$ cat config.mk
export PLATFORM = sky130hd
export DESIGN_NAME = spi_burst_ctrl
export DESIGN_NICKNAME = d
export VERILOG_FILES = /design/src/rtl/spi_pkg.sv /design/src/rtl/spi_byte_fifo.sv /design/src/rtl/spi_burst_ctrl.sv
export SDC_FILE = /design/constraint.sdc
export NUM_CORES = 1
export LEC_CHECK = 0
export ABC_CLOCK_PERIOD_IN_PS = 6600
export BUFFER_PORTS_ARGS = -buffer_cell sky130_fd_sc_hd__buf_2
export CORE_MARGIN = 4
export CORE_UTILIZATION = 25
export CTS_CLUSTER_DIAMETER = 100
export DETAILED_ROUTE_END_ITERATION = 10
export PLACE_DENSITY = 0.44
export SYNTH_ARGS = -nofsm -noshare
export SYNTH_HDL_FRONTEND = slang
export SYNTH_SLANG_ARGS = --single-unit
$ cat constraint.sdc
create_clock -name clk -period 6.6 [get_ports clk]
set_input_delay 0.33 -clock clk [delete_from_list [all_inputs] [get_ports clk]]
set_output_delay 0.33 -clock clk [all_outputs]
set_load 0.005 [all_outputs]
$ cat src/rtl/spi_pkg.sv
// Shared types for the SPI burst front end: FSM state encoding and TX FIFO entry layout.
// Latency: none (types and constants only).
// Backpressure: n/a.
package spi_pkg;

  localparam int SPI_BYTE_W = 8;

  typedef enum logic [2:0] {
    ST_IDLE,
    ST_START,
    ST_WAIT_BUSY,
    ST_XFER,
    ST_CAPTURE
  } spi_burst_state_e;

  // One buffered transmit byte together with its burst-end marker.
  typedef struct packed {
    logic                  last;
    logic [SPI_BYTE_W-1:0] data;
  } spi_tx_entry_t;

endpackage

$ cat src/rtl/spi_byte_fifo.sv
// Generic synchronous FIFO with full/empty/count status; head entry is visible on rd_data.
// Latency: a write is visible at the head one cycle later; a pop advances the head the next cycle.
// Backpressure: writes are ignored when full unless a pop happens in the same cycle.
module spi_byte_fifo #(
  parameter int WIDTH = 9,
  parameter int DEPTH = 4
) (
  input  logic                       clk,
  input  logic                       rst,
  input  logic                       wr_en,
  input  logic [WIDTH-1:0]           wr_data,
  input  logic                       rd_en,
  output logic [WIDTH-1:0]           rd_data,
  output logic                       full,
  output logic                       empty,
  output logic [$clog2(DEPTH):0]     count
);

  localparam int AW = $clog2(DEPTH);
  localparam int CW = AW + 1;

  logic [WIDTH-1:0] mem [DEPTH];
  logic [AW-1:0]    wr_ptr;
  logic [AW-1:0]    rd_ptr;
  logic             push;
  logic             pop;

  assign full    = (count == CW'(DEPTH));
  assign empty   = (count == '0);
  assign pop     = rd_en && !empty;
  assign push    = wr_en && (!full || pop);
  assign rd_data = mem[rd_ptr];

  // Storage array; contents need no reset because count gates every read.
  always_ff @(posedge clk) begin
    if (push) begin
      mem[wr_ptr] <= wr_data;
    end
  end

  // Pointers wrap naturally at the power-of-two depth; count tracks occupancy.
  always_ff @(posedge clk) begin
    if (rst) begin
      wr_ptr <= '0;
      rd_ptr <= '0;
      count  <= '0;
    end else begin
      if (push) begin
        wr_ptr <= wr_ptr + AW'(1);
      end
      if (pop) begin
        rd_ptr <= rd_ptr + AW'(1);
      end
      count <= count + {{AW{1'b0}}, push} - {{AW{1'b0}}, pop};
    end
  end

endmodule

$ cat src/rtl/spi_burst_ctrl.sv
// Sequences one SPI master transfer per buffered TX byte and returns received bytes with burst framing.
// Latency: byte accepted at N -> master_start at N+2; CAPTURE at M -> rx_valid at M+1.
// Backpressure: tx_ready drops when the TX FIFO is full; no transfer starts while the rx register is held.
module spi_burst_ctrl
  import spi_pkg::*;
#(
  parameter int FIFO_DEPTH    = 4,
  parameter int START_TIMEOUT = 4
) (
  input  logic                  clk,
  input  logic                  rst,
  input  logic                  tx_valid,
  output logic                  tx_ready,
  input  logic [SPI_BYTE_W-1:0] tx_data,
  input  logic                  tx_last,
  output logic                  rx_valid,
  input  logic                  rx_ready,
  output logic [SPI_BYTE_W-1:0] rx_data,
  output logic                  rx_last,
  output logic                  master_start,
  output logic [SPI_BYTE_W-1:0] master_data_in,
  input  logic                  master_busy,
  input  logic [SPI_BYTE_W-1:0] master_data_out,
  output logic                  idle,
  output logic                  timeout_err
);

  localparam int CW = $clog2(FIFO_DEPTH) + 1;
  localparam int TW = $clog2(START_TIMEOUT + 1);

  spi_burst_state_e      state;
  spi_burst_state_e      state_n;
  spi_tx_entry_t         fifo_din;
  spi_tx_entry_t         fifo_dout;
  logic                  fifo_wr_en;
  logic                  fifo_full;
  logic                  fifo_empty;
  logic [CW-1:0]         fifo_count;
  logic                  pop;
  logic                  cnt_clr;
  logic                  cnt_inc;
  logic                  err_set;
  logic                  capture;
  logic [TW-1:0]         tmo_cnt;
  logic [TW-1:0]         tmo_cnt_inc;
  logic [SPI_BYTE_W-1:0] cur_data;
  logic                  cur_last;

  assign fifo_din    = '{last: tx_last, data: tx_data};
  assign fifo_wr_en  = tx_valid && tx_ready;
  assign tx_ready    = !fifo_full;
  assign tmo_cnt_inc = tmo_cnt + TW'(1);

  // All status outputs decode flops only, so no input reaches an output combinationally.
  assign master_start   = (state == ST_START);
  assign master_data_in = cur_data;
  assign idle           = (state == ST_IDLE) && (fifo_count == '0) && !rx_valid;

  spi_byte_fifo #(
    .WIDTH ($bits(spi_tx_entry_t)),
    .DEPTH (FIFO_DEPTH)
  ) u_tx_fifo (
    .clk     (clk),
    .rst     (rst),
    .wr_en   (fifo_wr_en),
    .wr_data (fifo_din),
    .rd_en   (pop),
    .rd_data (fifo_dout),
    .full    (fifo_full),
    .empty   (fifo_empty),
    .count   (fifo_count)
  );

  // FSM state register.
  always_ff @(posedge clk) begin
    if (rst) begin
      state <= ST_IDLE;
    end else begin
      state <= state_n;
    end
  end

  // Next-state and per-state control strobes.
  always_comb begin
    state_n = state;
    pop     = 1'b0;
    cnt_clr = 1'b0;
    cnt_inc = 1'b0;
    err_set = 1'b0;
    capture = 1'b0;
    case (state)
      ST_IDLE: begin
        // Only start when the result has somewhere to land.
        if (!fifo_empty && (!rx_valid || rx_ready)) begin
          pop     = 1'b1;
          state_n = ST_START;
        end
      end
      ST_START: begin
        cnt_clr = 1'b1;
        state_n = ST_WAIT_BUSY;
      end
      ST_WAIT_BUSY: begin
        if (master_busy) begin
          state_n = ST_XFER;
        end else if (tmo_cnt_inc == TW'(START_TIMEOUT)) begin
          // Master never acknowledged: drop this byte and move on.
          err_set = 1'b1;
          state_n = ST_IDLE;
        end else begin
          cnt_inc = 1'b1;
        end
      end
      ST_XFER: begin
        if (!master_busy) begin
          state_n = ST_CAPTURE;
        end
      end
      ST_CAPTURE: begin
        capture = 1'b1;
        state_n = ST_IDLE;
      end
      default: begin
        state_n = ST_IDLE;
      end
    endcase
  end

  // Current byte under transfer; also drives master_data_in and holds it while idle.
  always_ff @(posedge clk) begin
    if (rst) begin
      cur_data <= '0;
      cur_last <= 1'b0;
    end else if (pop) begin
      cur_data <= fifo_dout.data;
      cur_last <= fifo_dout.last;
    end
  end

  // Start-to-busy timeout counter and sticky error flag.
  always_ff @(posedge clk) begin
    if (rst) begin
      tmo_cnt     <= '0;
      timeout_err <= 1'b0;
    end else begin
      if (cnt_clr) begin
        tmo_cnt <= '0;
      end else if (cnt_inc) begin
        tmo_cnt <= tmo_cnt_inc;
      end
      if (err_set) begin
        timeout_err <= 1'b1;
      end
    end
  end

  // Single-entry rx register; capture only happens when it is empty.
  always_ff @(posedge clk) begin
    if (rst) begin
      rx_valid <= 1'b0;
      rx_data  <= '0;
      rx_last  <= 1'b0;
    end else if (capture) begin
      rx_valid <= 1'b1;
      rx_data  <= master_data_out;
      rx_last  <= cur_last;
    end else if (rx_valid && rx_ready) begin
      rx_valid <= 1'b0;
    end
  end

endmodule

Word level (Yosys, flattened, before mapping)
Memory sizes are Yosys's and may differ from the RTL's. A register that Yosys moved wholly into a read port is not among the register bits. Index checks and enable logic that the tools add are counted.

Input port bits: 22. Flip-flop bits (word level): 24. Memories: 1. Output and inout port bits: 22. Bits in writable memories: 36.

Memory list: u_tx_fifo.mem (words 4, bits a word 9, rd ports 1, clocked after memory_dff 1, wr ports 1, RTL line spi_byte_fifo.sv:22) `logic [WIDTH-1:0] mem [DEPTH];`.

Equal/unequal tests: 9. Add/sub/neg operators: 5. Multiplexer cells: 19. Reductions and logical operators: 17.

Operator list (count): two-way mux 1 bit (14); two-way mux 3 bit (4); one-hot mux 3 bit (4 select lines) (1); equality test 3 bit (second input constant) (3); logical AND 1 bit (7); equality test 3 x 2 -> 1 bit (second input constant) (2); zero test 3 bit (2); adder 2 x 1 -> 2 bit (second input constant) (2); adder 3 x 1 -> 3 bit (1); adder 3 x 1 -> 3 bit (second input constant) (1); equality test 3 x 1 -> 1 bit (second input constant) (1); zero test 1 bit (3); inequality test 3 bit (second input constant) (1); AND reduction 3 bit (1); subtractor 3 x 1 -> 3 bit (1); logical OR 1 bit (2); inequality test 2 x 1 -> 1 bit (second input constant) (1); inequality test 2 bit (second input constant) (1); nonzero test 2 bit (1); OR reduction 2 bit (1).

Depth between registers and ports, before layout
Gate-level depths: netlist (run 1).

Word-level depth: 10. Gate-level depth with buffers: 11.

Cells and area by module
A second synthesis (run 1) with hierarchy kept.

Cells, all modules: 218. Area, all modules: 2951.6 µm².

Modules (own cells, without submodules): spi_byte_fifo (cells each 94, times used 1, area each 1791.7 µm²); spi_burst_ctrl (cells each 124, times used 1, area each 1159.9 µm²).

Least setup slack after synthesis (run 1)
OpenSTA, ideal clock, no wires.

Kind: reg2reg. Start: reg state[2]. End: reg u_tx_fifo.count[2]. Stages on the path, launching flop included: 12. Setup slack: 4194 ps. Arrival time: 2279 ps. Setup time: 128 ps. Period minus slack after synthesis: 2406 ps. Cells stage by stage: dfxtp_1 -> buf_6 -> or3_2 -> clkbuf_1 -> nor3_1 -> ha_1 -> inv_1 -> ha_1 -> fa_1 -> xnor2_1 -> xnor2_1 -> nor2_1.

Longest elaborated chain between the ends: 7.

RTL lines: start: declaration (RTL line spi_burst_ctrl.sv:31) `spi_burst_state_e state;`; start signal: assignment (RTL line spi_burst_ctrl.sv:79) `state <= state_n;`; zero test 3 bit * (RTL line spi_burst_ctrl.sv:91) `case (state)`; two-way mux 1 bit * (RTL line spi_burst_ctrl.sv:91); logical AND 1 bit * (RTL line spi_byte_fifo.sv:30) `assign pop = rd_en && !empty;`; via u_tx_fifo.pop (RTL line spi_byte_fifo.sv:26) `logic pop;`; logical OR 1 bit (RTL line spi_byte_fifo.sv:31) `assign push = wr_en && (!full || pop);`; logical AND 1 bit (RTL line spi_byte_fifo.sv:31); adder 3 x 1 -> 3 bit (RTL line spi_byte_fifo.sv:54) `count <= count + {{AW{1'b0}}, push} - {{AW{1'b0}}, pop};`; subtractor 3 x 1 -> 3 bit * (RTL line spi_byte_fifo.sv:54); end signal: assignment (RTL line spi_byte_fifo.sv:54); end: declaration (RTL line spi_byte_fifo.sv:16) `output logic [$clog2(DEPTH):0] count`.

The timed path passes the listed nets; every way through them passes the cells marked *. A chain may end at the register's enable or synchronous reset.

Worst setup path in the final report (run 1)
Start: reg u_tx_fifo.count[1]. End: reg u_tx_fifo.count[2].

Longest elaborated chain between the ends: 10. Elaborated cells between the ends (all ways): 13.

RTL lines: zero test 3 bit * (RTL line spi_byte_fifo.sv:29) `assign empty = (count == '0);`; zero test 1 bit * (RTL line spi_byte_fifo.sv:30, spi_burst_ctrl.sv:94); logical AND 1 bit (RTL line spi_burst_ctrl.sv:94) `if (!fifo_empty && (!rx_valid || rx_ready)) begin`; two-way mux 1 bit (RTL line spi_burst_ctrl.sv:94); two-way mux 1 bit (RTL line spi_burst_ctrl.sv:91); logical AND 1 bit * (RTL line spi_byte_fifo.sv:30); via u_tx_fifo.pop (RTL line spi_byte_fifo.sv:26); logical OR 1 bit (RTL line spi_byte_fifo.sv:31); logical AND 1 bit (RTL line spi_byte_fifo.sv:31); adder 3 x 1 -> 3 bit (RTL line spi_byte_fifo.sv:54); subtractor 3 x 1 -> 3 bit * (RTL line spi_byte_fifo.sv:54).

Marked as above.

==> results of run 1 <==
[placed cells by master, fill, tap and decap left out, drive strengths merged, types with 3 or more instances in the layout]
master	count
ha	8
nor2b	5
nor3	4
nand3	5
mux4	9
inv	11
nor2	18
dfxtp	33
o311ai	9
and3	5
clkbuf	9
nand4	9
nand2	9
edfxtp	36
a21oi	4
o21ai	3
clkinv	5
mux2i	11
buf	43
[cell type report]
class	instances	area share, %
tap	140	5.08
sequential	69	50.5
timing repair buffer	43	6.25
multi-input combinational	122	29.2
inverter	11	1.20
clock inverter	7	1.23
clock buffer	9	6.54
[where the power goes]
| part | internal, mW | switching [mW] | total (mW) |
|---|---|---|---|
| logic | 0.155 | 0.163 | 0.319 |
| registers | 0.522 | 0.0674 | 0.589 |
| clock network | 0.251 | 0.176 | 0.427 |
| total | 0.928 | 0.406 | 1.33 |
[worst max path at each step]
| stage | from | to | slack, ns | cells past startpoint |
|---|---|---|---|---|
| 5_1_grt | u_tx_fifo.count[1] | u_tx_fifo.count[2] | 3.44 | 9 |
| 3_3_place_gp | u_tx_fifo.count[1] | u_tx_fifo.count[2] | 3.89 | 9 |
| 6_report | u_tx_fifo.count[1] | u_tx_fifo.count[2] | 3.76 | 9 |
| 3_5_place_dp | u_tx_fifo.count[1] | u_tx_fifo.count[2] | 3.83 | 9 |
| 2_1_floorplan | state[2] | u_tx_fifo.count[2] | 4.19 | 11 |
| 4_1_cts | u_tx_fifo.count[1] | u_tx_fifo.count[2] | 3.76 | 9 |
[per-stage QoR]
stage                     util, %  cells  hold WS (ns)  area (µm²)
after floorplan                 -    216         0.429        2850
after global placement       28.9    385         0.471        3180
after detailed placement     28.9    385         0.482        3180
after CTS                    31.4    401         0.213        3450
after global routing         31.4    401         0.216        3450
final                        31.4    401         0.219        3450
[flip-flops by register name, summed over array words and instances, names as in the netlist]
signal,cells
rx_data,8
master_data_in,8
u_tx_fifo.mem,36
u_tx_fifo.rd_ptr,2
cur_last,1
timeout_err,1
tmo_cnt,3
state,3
u_tx_fifo.count,3
rx_valid,1
u_tx_fifo.wr_ptr,2
rx_last,1
[worst max-delay path: cells and delay by family (launching register included)]
family	cells	cell delay, ns
and+or+nand+nor	3	1.13
adders and majority gates	3	0.88
DFF	1	0.35
xor gates and xnor gates	2	0.32
buffers and inverters	1	0.03
[layer usage]
| metal | global-route usage, % | up-vias |
|---|---|---|
| met5 | 0 | - |
| met4 | 3.68 | 0 |
| met3 | 3.53 | 12 |
| met2 | 14.5 | 44 |
| met1 | 12.0 | 852 |
| li1 | - | 890 |
[cells in the mapped netlist, drive strengths merged (2+ instances only)]
cell,count
a21oi,4
and3,5
buf,5
clkbuf,9
dfxtp,33
edfxtp,36
ha,8
inv,11
mux2i,11
mux4,9
nand2,9
nand3,5
nand4,9
nor2,18
nor2b,5
nor3,4
nor3b,2
o21ai,3
o311ai,9
or3,2
or4,2
xnor2,2
[kinds of logic after synthesis]
group	after synthesis
compound gates	22
xor+xnor	3
fa+ha+maj	9
buf+inv	25
flops	69
mux	21
simple gates	67
==> summary.md, run 1 <==
| Metric | Value |
|---|---|
| I/O Buffers | `43` |
| Top-area cell type share of the netlist area | `37.9%` |
| Top cells by area, synth | `edfxtp_1 38%, dfxtp_1 23%, mux4_2 7.1%` |
| Mapped cell area | `2850 µm²` |
| H-tree lvl count | `3` |
| I/O pin cnt | `44` |
| Vias in the first global route | `roughly 1,800` |
| Worst Path Arrival | `approximately 3 ns` |
| Wire length on met2 | `2.66 mm` |
| Synthesized instance count | `between 200 and 250` |
| HP Start | `tx_data[5]` |
| Slew Viols, Final | `0` |
| Rows | `38` |
| CTS Buf Count | `9` |
| CTS tree | `yes` |
| DR vias | `roughly 1,800` |
| DRC | `0` |
| Post-cts resize count | `0` |
| Initial DRC count | `98` |
| GRT Util Overall | `9.39%` |
| Filler cells | `~1,100` |
| Power density over the cells | `387 nW/µm²` |
| Grt total ovfl | `0` |
| Critical path endpoint category | `flop` |
| Post-synthesis mux area share | `between 10% and 20%` |
| Simple-gate share of the synthesized area | `between 10% and 20%` |
| Startpoint Class | `flop` |
| Syn_nets | `247` |
| FFs w/ async S/R, synth | `0%` |
| Skew final | `0.00601 ns` |
| Initial antenna violation count | `0` |
| Setup CP Type | `reg -> reg` |
| Die height | `~110 µm` |
| Area share of fa/ha/maj cells after synthesis | `between 4 and 5%` |
| Peak VDD IR | `roughly 0.14 mV` |
| Routed wire length | `5.87 mm` |
| First-pass GRT wire length | `9.44 mm` |
| Hold Crit Endpoint | `u_tx_fifo.mem[1][5]` |
| CP peak stage delay | `around 0.97 ns` |
| Area growth syn-to-layout | `20.9%` |
| WL/cell | `between 10 and 15 µm` |
| Flip-flop and latch area | `around 1700 µm²` |
| Routability congestion estimate | `0.704` |
| Synth Area in Compound Gates | `under 10%` |
| Period utilization | `a little over two fifths` |
| Final HPWL DP | `between 4 and 5 mm` |
| Highest Signal Layer | `met4` |
| Hold Violations, Final | `0` |
| Root Buffer | `clkbuf_16` |
| Synth Flop Type | `edfxtp_1` |
| Outcome | `completed` |
| Largest family of logic cells by synthesized area | `simple AND/OR/NAND/NOR gates` |
| Core area | `approximately 11,000 µm²` |
| XOR/XNOR Fraction of Synth Area | `less than 1%` |
| Data required, critical path | `~6.8 ns` |
| Clock sink count | `approximately 70` |
| Initial Util | `25.9%` |
| Setup TNS | `0 ns` |
| Multi-input logic area | `around 1000 µm²` |
| Crit path time final | `about 2.8 ns` |
| Worst Hold Class | `in -> reg` |
| N_diodes | `0` |
| Drt first pass iters | `4` |
| Routed vias/inst | `around 4.5` |
| CTS clk-pin slew, worst paths | `roughly 0.060 ns` |
| RSZ-0062 raised after global routing | `no` |
| Synth Register Bits | `69` |
| Final #Nets | `roughly 290` |
| Total power | `1.33 mW` |
| Crit-path slowest cell | `nor3_1` |
| Post-synth EDFFs | `36` |
| Post-synthesis sequential area ratio | `roughly three fifths` |
| Worst Hold Path Cells | `1` |
| Setup violators final | `0` |
| Pleak | `~1.3 nW` |
| Wire length on met1 | `about 2.7 mm` |
| Layout cells sized above 1 | `28.0%` |
| Final ANT Viol Nets | `0` |
| Warnings, synthesis | `0` |
| Number of post-CTS setup repair buffers | `0` |
| Mapped Avg Cell Area | `around 13 µm²` |
| # Max-Cap Violations | `0` |
| Crit Reg-Reg Endpoint | `u_tx_fifo.count[2]` |
| Reg-to-Reg Start | `u_tx_fifo.count[1]` |
| Chip width | `~110 µm` |
| Yosys cell types | `41` |
| R2R cell count | `9` |
| Crit path max fanout | `13` |
| CP cell instances | `nor3_1 > nor3_1 > ha_1 > inv_1 > ha_1 > fa_1 > xnor2_1 > xnor2_1 > nor2_1` |
| Slew margin rel. | `18.9%` |
| Max clock buf depth | `2` |
| Dominant cell type by area after synthesis | `edfxtp_1` |
| R2R setup slack | `~3.8 ns` |
| Pre-CTS WS | `~3.8 ns` |
| Worst-margin pin slew | `approximately 1.2 ns` |
| Die area | `13,200 µm²` |
| Worst-Skew Late Latency | `0.33 ns` |
| DR WL met3 | `approximately 340 µm` |
| PnR worst setup slack | `3.76 ns` |
| Hold_buf cts | `0` |
| F_max | `about 350 MHz` |
| Pin count of the biggest net entering global routing | `26` |
Note: power is estimated with default switching activity, not from simulation.
==> run 2, diff against run 1 <==
- ABC_CLOCK_PERIOD_IN_PS: 6600 -> 2320
- PLACE_DENSITY: 0.44 -> 0.45
- clock period: 6.6 -> 2.32 ns (I/O delays scaled with it)
==> summary.md, run 2 (synthesis results as in run 1) <==
| Metric | Value |
|---|---|
| Setup TNS | `0 ns` |
| Clock power frac | `about 33%` |
| H-tree lvl count | `3` |
| Worst Path Arrival | `2.28 ns` |
| Power density over the cells | `1120 nW/µm²` |
| Fin cells | `roughly 410` |
| Placed Cells | `roughly 390` |
| Net Sw Power | `around 1.2 mW` |
| Highest Signal Layer | `met4` |
| Final ANT Viol Nets | `0` |
| Final #Nets | `around 300` |
| Chip width | `around 110 µm` |
| I/O Buffers | `43` |
| Largest register FFs | `36` |
| F_max | `about 480 MHz` |
| Filler cells | `about 1,100` |
| Routed vias/inst | `about 4.4` |
| Root Buffer | `clkbuf_16` |
| GRT Util Overall | `9.43%` |
| Post-route cell area | `between 3000 and 4000 µm²` |
| CTS clk-pin slew, worst paths | `roughly 0.06 ns` |
| Clock sink count | `between 60 and 70` |
| Outcome | `completed` |
| Area growth syn-to-layout | `24.0%` |
| Crit path time final | `~2.1 ns` |
| Most flop-heavy register | `u_tx_fifo.mem` |
| Worst Hold Class | `in -> reg` |
| Pleak | `approximately 1.4 nW` |
| Hold Violations, Final | `0` |
| Wire length on met1 | `2.71 mm` |
| Max clock buf depth | `2` |
| DR WL met3 | `around 350 µm` |
| Hold_buf cts | `0` |
| CP peak stage delay | `~0.38 ns` |
| Rows | `38` |
| Most common cell after layout, fill and taps aside | `buf_2` |
| Crit path max fanout | `5` |
| Worst-Skew Late Latency | `0.32 ns` |
| Die area | `between 10,000 and 15,000 µm²` |
| Logic pwr share | `approximately 26%` |
| DR vias | `around 1,800` |
| Core area | `11,000 µm²` |
| Skew final | `between 0.004 and 0.005 ns` |
| Internal power | `~2.8 mW` |
| DRC | `0` |
| Number of post-CTS setup repair buffers | `0` |
| Pin count of the biggest net entering global routing | `26` |
| Setup violators final | `0` |
| I/O pin cnt | `44` |
| Initial Util | `between 20% and 30%` |
| Routability congestion estimate | `about 0.72` |
| Vias in the first global route | `1,847` |
| First-pass GRT wire length | `roughly 9.5 mm` |
| Setup CP Type | `reg -> reg` |
| Post-DP Area | `between 3000 and 4000 µm²` |
| Initial antenna violation count | `0` |
| Routed wire length | `approximately 5.8 mm` |
| CP cell instances | `nor3_1 > nor3_1 > ha_1 > inv_1 > ha_1 > fa_1 > xnor2_1 > xnor2_1 > nor2_1` |
| N_diodes | `0` |
| Critical path endpoint category | `flop` |
| # Max-Cap Violations | `0` |
| CTS Buf Count | `9` |
| Period utilization | `around nine tenths` |
| Initial DRC count | `between 100 and 150` |
| CTS tree | `yes` |
| Slew margin rel. | `around half` |
| Drt first pass iters | `4` |
| Startpoint Class | `flop` |
| Most frequent cells in the layout | `43 x buf_2, 36 x edfxtp_1, 33 x dfxtp_1` |
| Peak VDD IR | `approximately 0.43 mV` |
| Slew Viols, Final | `0` |
| Worst-margin pin slew | `roughly 0.72 ns` |
| Die height | `roughly 110 µm` |
| Post-cts resize count | `0` |
| Layout cells sized above 1 | `between 20 and 30%` |
| Flop pwr share | `~40%` |
| Wire length on met2 | `2.67 mm` |
| RSZ-0062 raised after global routing | `no` |
| Sw Share | `29.2%` |
| WL/cell | `14.1 µm` |
| Final HPWL DP | `3.95 mm` |
| Crit-path slowest cell | `fa_1` |
| Grt total ovfl | `0` |
| Data required, critical path | `2.52 ns` |
[run 2: metal layers]
| layer | up-vias | track usage, % |
|---|---|---|
| met4 | 0 | 2.82 |
| met1 | 847 | 12.2 |
| met2 | 39 | 14.7 |
| met3 | 4 | 3.68 |
| li1 | 907 | - |
| met5 | - | 0 |
[run 2: path summary, 6_finish.rpt]
kind | slack (ns) | to | depth (start not counted) | from
setup / recovery | 0.24 | u_tx_fifo.count[2] | 9 | u_tx_fifo.count[1]
hold / removal | 0.009 | u_tx_fifo.mem[2][4] | 1 | tx_data[4]
setup reg to reg | 0.24 | u_tx_fifo.count[2] | 9 | u_tx_fifo.count[1]
hold reg to reg | 0.47 | timeout_err | 2 | timeout_err
[run 2: power groups by stage]
stage	Clock [mW]	Sequential [mW]	Combinational, mW
finish	1.32	1.64	1.02
global route	1.41	1.68	1.15
CTS	1.36	1.65	1.03
detailed placement	0	1.67	1.03
global placement	0	1.67	1.03
floorplan	0	1.60	0.762
[run 2: area by class of cell]
class	count	area (µm²)	area share, %
inverters	11	41.3	1.17
clock inverters	7	66.3	1.88
multi-input cells	122	1010	28.5
flip-flops and latches	69	1740	49.3
repair buffers	51	275	7.79
well taps	140	175	4.96
clock buffers	9	225	6.37
[run 2: worst max-delay path: cells and delay by family, from the launching register on]
kind	cells	cell delay, ns
simple gates	3	0.40
fa+ha+maj	3	0.84
flops	1	0.35
buf+inv	1	0.04
xor+xnor	2	0.34
[run 2: metrics by stage]
| step | utilization [%] | power, mW | setup WS [ns] | hold WS (ns) |
|---|---|---|---|---|
| after global placement | 29.5 | 2.70 | 0.254 | 0.335 |
| after detailed placement | 29.5 | 2.70 | 0.210 | 0.343 |
| after floorplan | - | 2.36 | 0.0355 | 0.215 |
| final | 32.2 | 3.97 | 0.237 | 0.00921 |
| after CTS | 32.2 | 4.04 | 0.192 | 0.0000779 |
| after global routing | 32.2 | 4.23 | 0.0174 | 0.00311 |
